## src/rtl/bus_arbiter_bcast.sv

```systemverilog
// Bus generator/arbiter: pops one packet from a pending device FIFO, then pushes it
// to the addressed device or broadcasts it to all others; bad/self IDs are counted as drops.
module bus_arbiter_bcast #(
  parameter int unsigned PCKG_SZ  = 16,
  parameter int unsigned DRVRS    = 8,
  parameter logic [7:0]  BCAST    = 8'hFF,
  parameter int unsigned ARB_MODE = 0,
  parameter int unsigned CNT_W    = 16
) (
  input  logic                     clk,
  input  logic                     reset,
  input  logic [DRVRS-1:0]         pndng,
  input  logic [DRVRS*PCKG_SZ-1:0] D_pop,
  output logic [DRVRS-1:0]         pop,
  input  logic [DRVRS-1:0]         full,
  output logic [DRVRS-1:0]         push,
  output logic [PCKG_SZ-1:0]       D_push,
  output logic                     busy,
  output logic [CNT_W-1:0]         drop_cnt
);

  localparam int unsigned IW = $clog2(DRVRS);

  typedef enum logic {IDLE, HOLD} state_e;

  state_e             state_q;
  logic [IW-1:0]      ptr_q;
  logic [IW-1:0]      src_q;
  logic [PCKG_SZ-1:0] pkt_q;
  logic [PCKG_SZ-1:0] last_q;
  logic [CNT_W-1:0]   drop_q;

  logic [IW-1:0]      grant;
  logic               gnt_vld;
  logic [7:0]         dest;
  logic [DRVRS-1:0]   tmask;
  logic               stall;

  // Fixed priority scans 0..DRVRS-1; round-robin scans ptr+1.. wrapping.
  always_comb begin : arb
    int unsigned idx;
    idx     = 0;
    grant   = '0;
    gnt_vld = 1'b0;
    for (int unsigned k = 1; k <= DRVRS; k++) begin
      if (ARB_MODE == 1) idx = k - 1;
      else               idx = (32'(ptr_q) + k) % DRVRS;
      if (!gnt_vld && pndng[IW'(idx)]) begin
        grant   = IW'(idx);
        gnt_vld = 1'b1;
      end
    end
  end

  always_comb begin
    dest  = pkt_q[PCKG_SZ-1 -: 8];
    tmask = '0;
    if (dest == BCAST) begin
      tmask        = '1;
      tmask[src_q] = 1'b0;
    end else if (32'(dest) < DRVRS && 32'(dest) != 32'(src_q)) begin
      tmask[IW'(dest)] = 1'b1;
    end
  end

  assign stall = |(tmask & full);

  // Strobes decode from the registered state so pop and push land in the
  // same cycle the decision is made; reset gates them off immediately.
  always_comb begin
    pop  = '0;
    push = '0;
    if (reset && state_q == IDLE && gnt_vld) pop[grant] = 1'b1;
    if (reset && state_q == HOLD && !stall)  push = tmask;
  end

  assign D_push   = (|push) ? pkt_q : last_q;
  assign busy     = (state_q == HOLD);
  assign drop_cnt = drop_q;

  always_ff @(posedge clk or negedge reset) begin
    if (!reset) begin
      state_q <= IDLE;
      ptr_q   <= IW'(DRVRS - 1);
      src_q   <= '0;
      pkt_q   <= '0;
      last_q  <= '0;
      drop_q  <= '0;
    end else begin
      case (state_q)
        IDLE: begin
          if (gnt_vld) begin
            pkt_q   <= D_pop[32'(grant)*PCKG_SZ +: PCKG_SZ];
            src_q   <= grant;
            if (ARB_MODE == 0) ptr_q <= grant;
            state_q <= HOLD;
          end
        end
        HOLD: begin
          if (tmask == '0) begin
            if (drop_q != '1) drop_q <= drop_q + CNT_W'(1);
            state_q <= IDLE;
          end else if (!stall) begin
            last_q  <= pkt_q;
            state_q <= IDLE;
          end
        end
      endcase
    end
  end

endmodule
```

## config.mk

```make
export PLATFORM = sky130hd
export DESIGN_NAME = bus_arbiter_bcast
export DESIGN_NICKNAME = d
export VERILOG_FILES = /design/src/rtl/bus_arbiter_bcast.sv
export SDC_FILE = /design/constraint.sdc
export NUM_CORES = 1
export LEC_CHECK = 0
export CORE_ASPECT_RATIO = 0.5
export CORE_MARGIN = 4
export CORE_UTILIZATION = 48
export CTS_CLUSTER_DIAMETER = 60
export CTS_CLUSTER_SIZE = 24
export DETAILED_ROUTE_END_ITERATION = 6
export GPL_ROUTABILITY_DRIVEN = 0
export PLACE_DENSITY_LB_ADDON = 0.15
export SETUP_SLACK_MARGIN = 0.5
export SKIP_CTS_REPAIR_TIMING = 1
export SYNTH_ARGS = -nofsm -noshare
export SYNTH_HDL_FRONTEND = slang
export SYNTH_SLANG_ARGS = --single-unit
```

## constraint.sdc

```tcl
create_clock -name clk -period 7.7 [get_ports clk]
set_input_delay 0.77 -clock clk [delete_from_list [all_inputs] [get_ports clk]]
set_output_delay 0.77 -clock clk [all_outputs]
set_load 0.02 [all_outputs]
```

==> metrics <==
Cell Rows=25; initial antenna violation count=0; CTS H-tree lvls=2; CTS sink cnt=55; CTS tree=done; Layout area overhead=43.4%; CP Launch Type=flop; Data required, critical path=between 6 and 7 ns; cts bufs inserted=5; Crit Path Max Fanout=17; Cells after Synth=about 530; Worst-path clk slew=about 0.080 ns; Die ar.=around 12000 um^2; RSZ-0062 raised after global routing=no; global-route wire length before repair=between 20000 and 25000 um; Fillers=about 750; setup_tns=0 ns; Setup-failing EPs final=0; Ys Warns=0; Hold Vio Cnt, Final=0; Routed WL=15400 um; Initial DRT Pass Iterations=5; met3 Track Usage GR=~3.4%; Hold WC Path Type=flop to flop; R2R setup slack=~2.7 ns; gr busiest metal=met2; CTS Root Buffer Type=clkbuf_16; clk_skew=about 0.0058 ns; initial core utilization=about 50%; Post-DRT Antenna Nets=0; GR met1 Demand/Resource=32.7%; Yosys cell types=between 50 and 60; IO Pins=just under 200; Die H=79.1 um; syn_nets=roughly 700; post-route minimum period=around 6 ns; total core area=9670 um^2; clk buf depth=2; Final Cycle Share=around 78%; Worst Path Arrival=about 5.2 ns; Max transition margin=a little over two fifths; Post-Syn Area=about 5000 um^2; vias in the first global route=approximately 4700; DP Wirelength=around 12000 um; FMAX=167 MHz; crit path kind=flop to output pin; Post-synth EDFFs=0; worst slew pin tran=0.848 ns; Residual DRC=0; total number of vias=4814; Die X=150 um; nets@finish=approximately 840; GRT overflow=0; Iter 0 DRT Violations=250; ys flop type=dfrtp_1; GR Util met2=a little over two fifths; ant diodes=0; syn avg cell area=around 9.1 um^2; worst skew pair latency=0.30 ns; all-layer global routing usage=between 20 and 30%; pin count of the biggest net entering global routing=65; Slew Viols, Final=0; Crit. End Element=output pin; ratio of cells with drive above 1 in the final layout=about an eighth; WL/cell=~19 um; Async SR Flop Fraction=100%; Synth Register Bits=55; IO Port Bufs=about 190; Seq/Total Area, Yosys=about 28%; Max-Cap Viols=0; drt via density=about 5.8; status=completed
critical path, stage by stage (launching register included):
cell             delay [ns]
dfstp_2                0.78
inv_1                  0.18
ha_1                   0.74
mux2_2                 0.40
mux4_2                 0.52
a2111o_1               0.50
a21o_1                 0.22
a221o_1                0.31
o311a_1                0.18
or2_2                  0.32
nor2_1                 0.11
clkdlybuf4s50_1        0.64
sequential cells by signal, indices dropped and copies added (netlist names):
name      count
drop_cnt     16
last_q       16
pkt_q        16
ptr_q         3
src_q         3
busy          1
synthesized netlist by cell type, types with 4 or more instances:
library cell | count | share of area (%)
nor4_1 | 5 | 0.64
nand3_1 | 9 | 0.93
clkbuf_1 | 20 | 1.5
mux4_2 | 10 | 4.6
a22o_1 | 17 | 3.1
nor2b_1 | 7 | 0.90
nor2_1 | 16 | 1.2
mux2i_1 | 37 | 7.6
xnor2_1 | 15 | 2.7
and4_1 | 5 | 0.90
xor2_1 | 6 | 1.1
a21oi_1 | 22 | 2.3
nand2b_1 | 5 | 0.64
and3_1 | 25 | 3.2
inv_1 | 12 | 0.93
o2bb2ai_1 | 17 | 3.1
nand4_1 | 7 | 0.90
dfrtp_1 | 52 | 27
o22ai_1 | 5 | 0.64
mux2_2 | 44 | 10
nor3_1 | 8 | 0.82
buf_4 | 4 | 0.62
a211oi_1 | 11 | 1.7
buf_2 | 13 | 1.3
a211oi_2 | 10 | 2.6
and2_1 | 7 | 0.90
or2_2 | 5 | 0.64
nand2_1 | 75 | 5.8
o21ai_0 | 13 | 1.3
cells by family (layout without fill, tap and decap cells):
kind of cell,Yosys count,in the layout,share of synthesized area (%)
fa+ha+maj,3,3,0.773
flops,55,55,28.4
compound gates,130,130,21.3
mux,91,91,22.5
xor+xnor,21,21,3.79
simple gates,176,176,17.9
buf+inv,55,220,5.36
layer usage:
layer / part of all wire (%) / up-vias
li1: - / 2305
met3: 5.7 / 31
met2: 49 / 180
met5: 0 / -
met1: 43 / 2298
met4: 2.3 / 0
layout by cell type (no fill, tap or decap), types with 6 or more instances in the layout:
cell,synthesis,final
buf_4,4,6
o2bb2ai_1,17,17
a21oi_1,22,22
inv_1,12,12
o21ai_0,13,13
nor2_1,16,16
nand2_1,75,74
mux4_2,10,10
xor2_1,6,6
nor2b_1,7,7
xnor2_1,15,15
mux2_2,44,44
nand3_1,9,9
a211oi_1,11,11
a211oi_2,10,10
a22o_1,17,17
dfrtp_1,52,52
and3_1,25,25
mux2i_1,37,37
nor3_1,8,8
nand4_1,7,7
and2_1,7,7
clkdlybuf4s50_1,0,193
area by class of cell:
type	instances	area (um^2)	share of cell area, %
Sequential cell	55	1380	19.8
Multi-Input combinational cell	421	3240	46.5
Clock inverter	3	27.5	0.395
Timing Repair Buffer	200	1980	28.5
Clock buffer	5	125	1.80
Inverter	12	45.0	0.647
Tap cell	135	169	2.43
stage by stage:
stage	cell area (um^2)	util, %	instances	setup slack (ns)	hold WS [ns]
floorplan	4860	-	531	2.96	0.474
global placement	6810	70.5	823	2.18	0.476
detailed placement	6810	70.5	823	2.08	0.487
CTS	6970	72.1	831	1.75	0.502
global route	6970	72.1	831	1.37	0.517
finish	6970	72.1	831	1.73	0.498
final timing paths:
kind                                                from                       end  cells after the start
worst max-delay path                ptr_q[0]$_DFFE_PN1P_                    pop[5]                     11
worst min-delay path            drop_cnt[10]$_DFFE_PN0P_  drop_cnt[10]$_DFFE_PN0P_                      1
worst max register to register      ptr_q[0]$_DFFE_PN1P_     pkt_q[12]$_DFFE_PN0P_                     10
worst min register to register  drop_cnt[10]$_DFFE_PN0P_  drop_cnt[10]$_DFFE_PN0P_                      1
max in group asynchronous                          reset      pkt_q[3]$_DFFE_PN0P_                      2
min in group asynchronous                          reset   drop_cnt[2]$_DFFE_PN0P_                      2
Power is left out: the tool's default activity adds up to more than one toggle a clock period on the data nets, which glitch-free logic cannot reach.
==> RTL edit (config.mk and constraints unchanged) <==
The parameter `ARB_MODE` goes from 0 to 1.
--- a/src/rtl/bus_arbiter_bcast.sv
+++ b/src/rtl/bus_arbiter_bcast.sv
@@ -4,7 +4,7 @@
   parameter int unsigned PCKG_SZ  = 16,
   parameter int unsigned DRVRS    = 8,
   parameter logic [7:0]  BCAST    = 8'hFF,
-  parameter int unsigned ARB_MODE = 0,
+  parameter int unsigned ARB_MODE = 1,
   parameter int unsigned CNT_W    = 16
 ) (
   input  logic                     clk,
Function: changed (Yosys sat finds a counterexample within 4 cycles, from zero or initial values and one cycle with reset low).
==> RTL edit against the unedited design <==
Cell count decreased by 15%. Synthesized cell count fell by 21%. First-iteration DRC count grew 94%. Sequential cell count decreased by 3. Setup slack better by 980 ps. Fmax increased by 20%. Design area down 13%. Critical path depth down 3. Area after synthesis shrank 20%. Routed wire length fell by 12%. Non-clock buffer count is 2 lower. Largest cell class unchanged. Via count shrank 13%.
==> RTL edit: results (changes against the unedited design) <==
qor: cts.insertion_delay 280 ps [was 300 ps]
qor: final_layout.finalInstanceArea 6030 um2 [was 6970 um2]
qor: synth.yosysSeqAreaShare 0.336 [was 0.284]
qor: worst_hold_path.worst_hold_startpoint drop_cnt[6]$_DFFE_PN0P_ [was drop_cnt[10]$_DFFE_PN0P_]
qor: route.route.met3.wl 1.29 mm [was 884 um]
qor: global_routing.grtUsageMet2 0.455 [was 0.432]
qor: worst_setup_path.critPathMaxStageDelay 850 ps [was 780 ps]
qor: run_status.outcome complete, no violations [unchanged]
qor: worst_setup_path.cp_max_fo 34 [was 17]
qor: global_routing.global_route_wire_length_before_repair 21.2 mm [was 23.7 mm]
qor: route.vias 4201 [was 4814]
qor: synth.synth.top_cells.by_area sky130_fd_sc_hd__dfrtp_1, sky130_fd_sc_hd__mux2_2, sky130_fd_sc_hd__a222oi_1, sky130_fd_sc_hd__nand2_1, sky130_fd_sc_hd__mux2_4 [was sky130_fd_sc_hd__dfrtp_1, sky130_fd_sc_hd__mux2_2, sky130_fd_sc_hd__mux2i_1, sky130_fd_sc_hd__nand2_1, sky130_fd_sc_hd__mux4_2]
qor: global_routing.grt.met1_usage 0.359 [was 0.327]
qor: timing.whs 488 ps [was 498 ps]
qor: global_routing.grtUsageTotal 0.272 [was 0.250]
qor: worst_setup_path.rr_startpoint pkt_q[8]$_DFFE_PN0P_ [was ptr_q[0]$_DFFE_PN1P_]
qor: place.cell_area_reported_after_detailed_placement 5850 um2 [was 6810 um2]
qor: final_layout.layout.nets 741 [was 844]
qor: final_layout.fillCellCount 537 [was 749]
qor: synth.synthAdderAreaFrac 0.00323 [was 0.00773]
qor: final_layout.drive_above_1_share 0.118 [was 0.134]
qor: route.wl 13.5 mm [was 15.4 mm]
qor: synth.ys_types 62 [was 57]
qor: global_routing.grt_pass1_vias 4130 [was 4690]
qor: place.dpl_worst_slack 2780 ps [was 2080 ps]
[RTL edit: cell types whose count changed in the layout (fill, tap and decap cells not counted), sizes merged, moves of 9 or more]
cell     change
xnor2        -9
nand2       -24
and3        -13
o2bb2ai     -17
mux4        -10
nor3        +11
a22o        -16
a21oi       -16
mux2i       -36
a222oi      +32
o31ai        +9
and3b       +12
a211oi      -15
[RTL edit: worst max-delay path by stage]
stage / start / endpoint / slack [ps] / cells past startpoint
after detailed placement: pndng[1] / pop[4] / 2780 / 8
after CTS: pndng[1] / pop[4] / 2760 / 8
after floorplan: pndng[3] / pop[5] / 3880 / 7
after global placement: pndng[1] / pop[1] / 2900 / 7
after global routing: pndng[1] / pop[4] / 2480 / 8
final: pndng[1] / pop[4] / 2710 / 8
[RTL edit: final cells by class]
cell class | count | area share
Sequential cell | 52 | 0.216
Timing Repair Buffer | 198 | 0.326
Clock inverter | 2 | 0.00643
Clock buffer | 6 | 0.0230
Inverter | 8 | 0.00498
Tap cell | 108 | 0.0224
Multi-Input combinational cell | 329 | 0.401
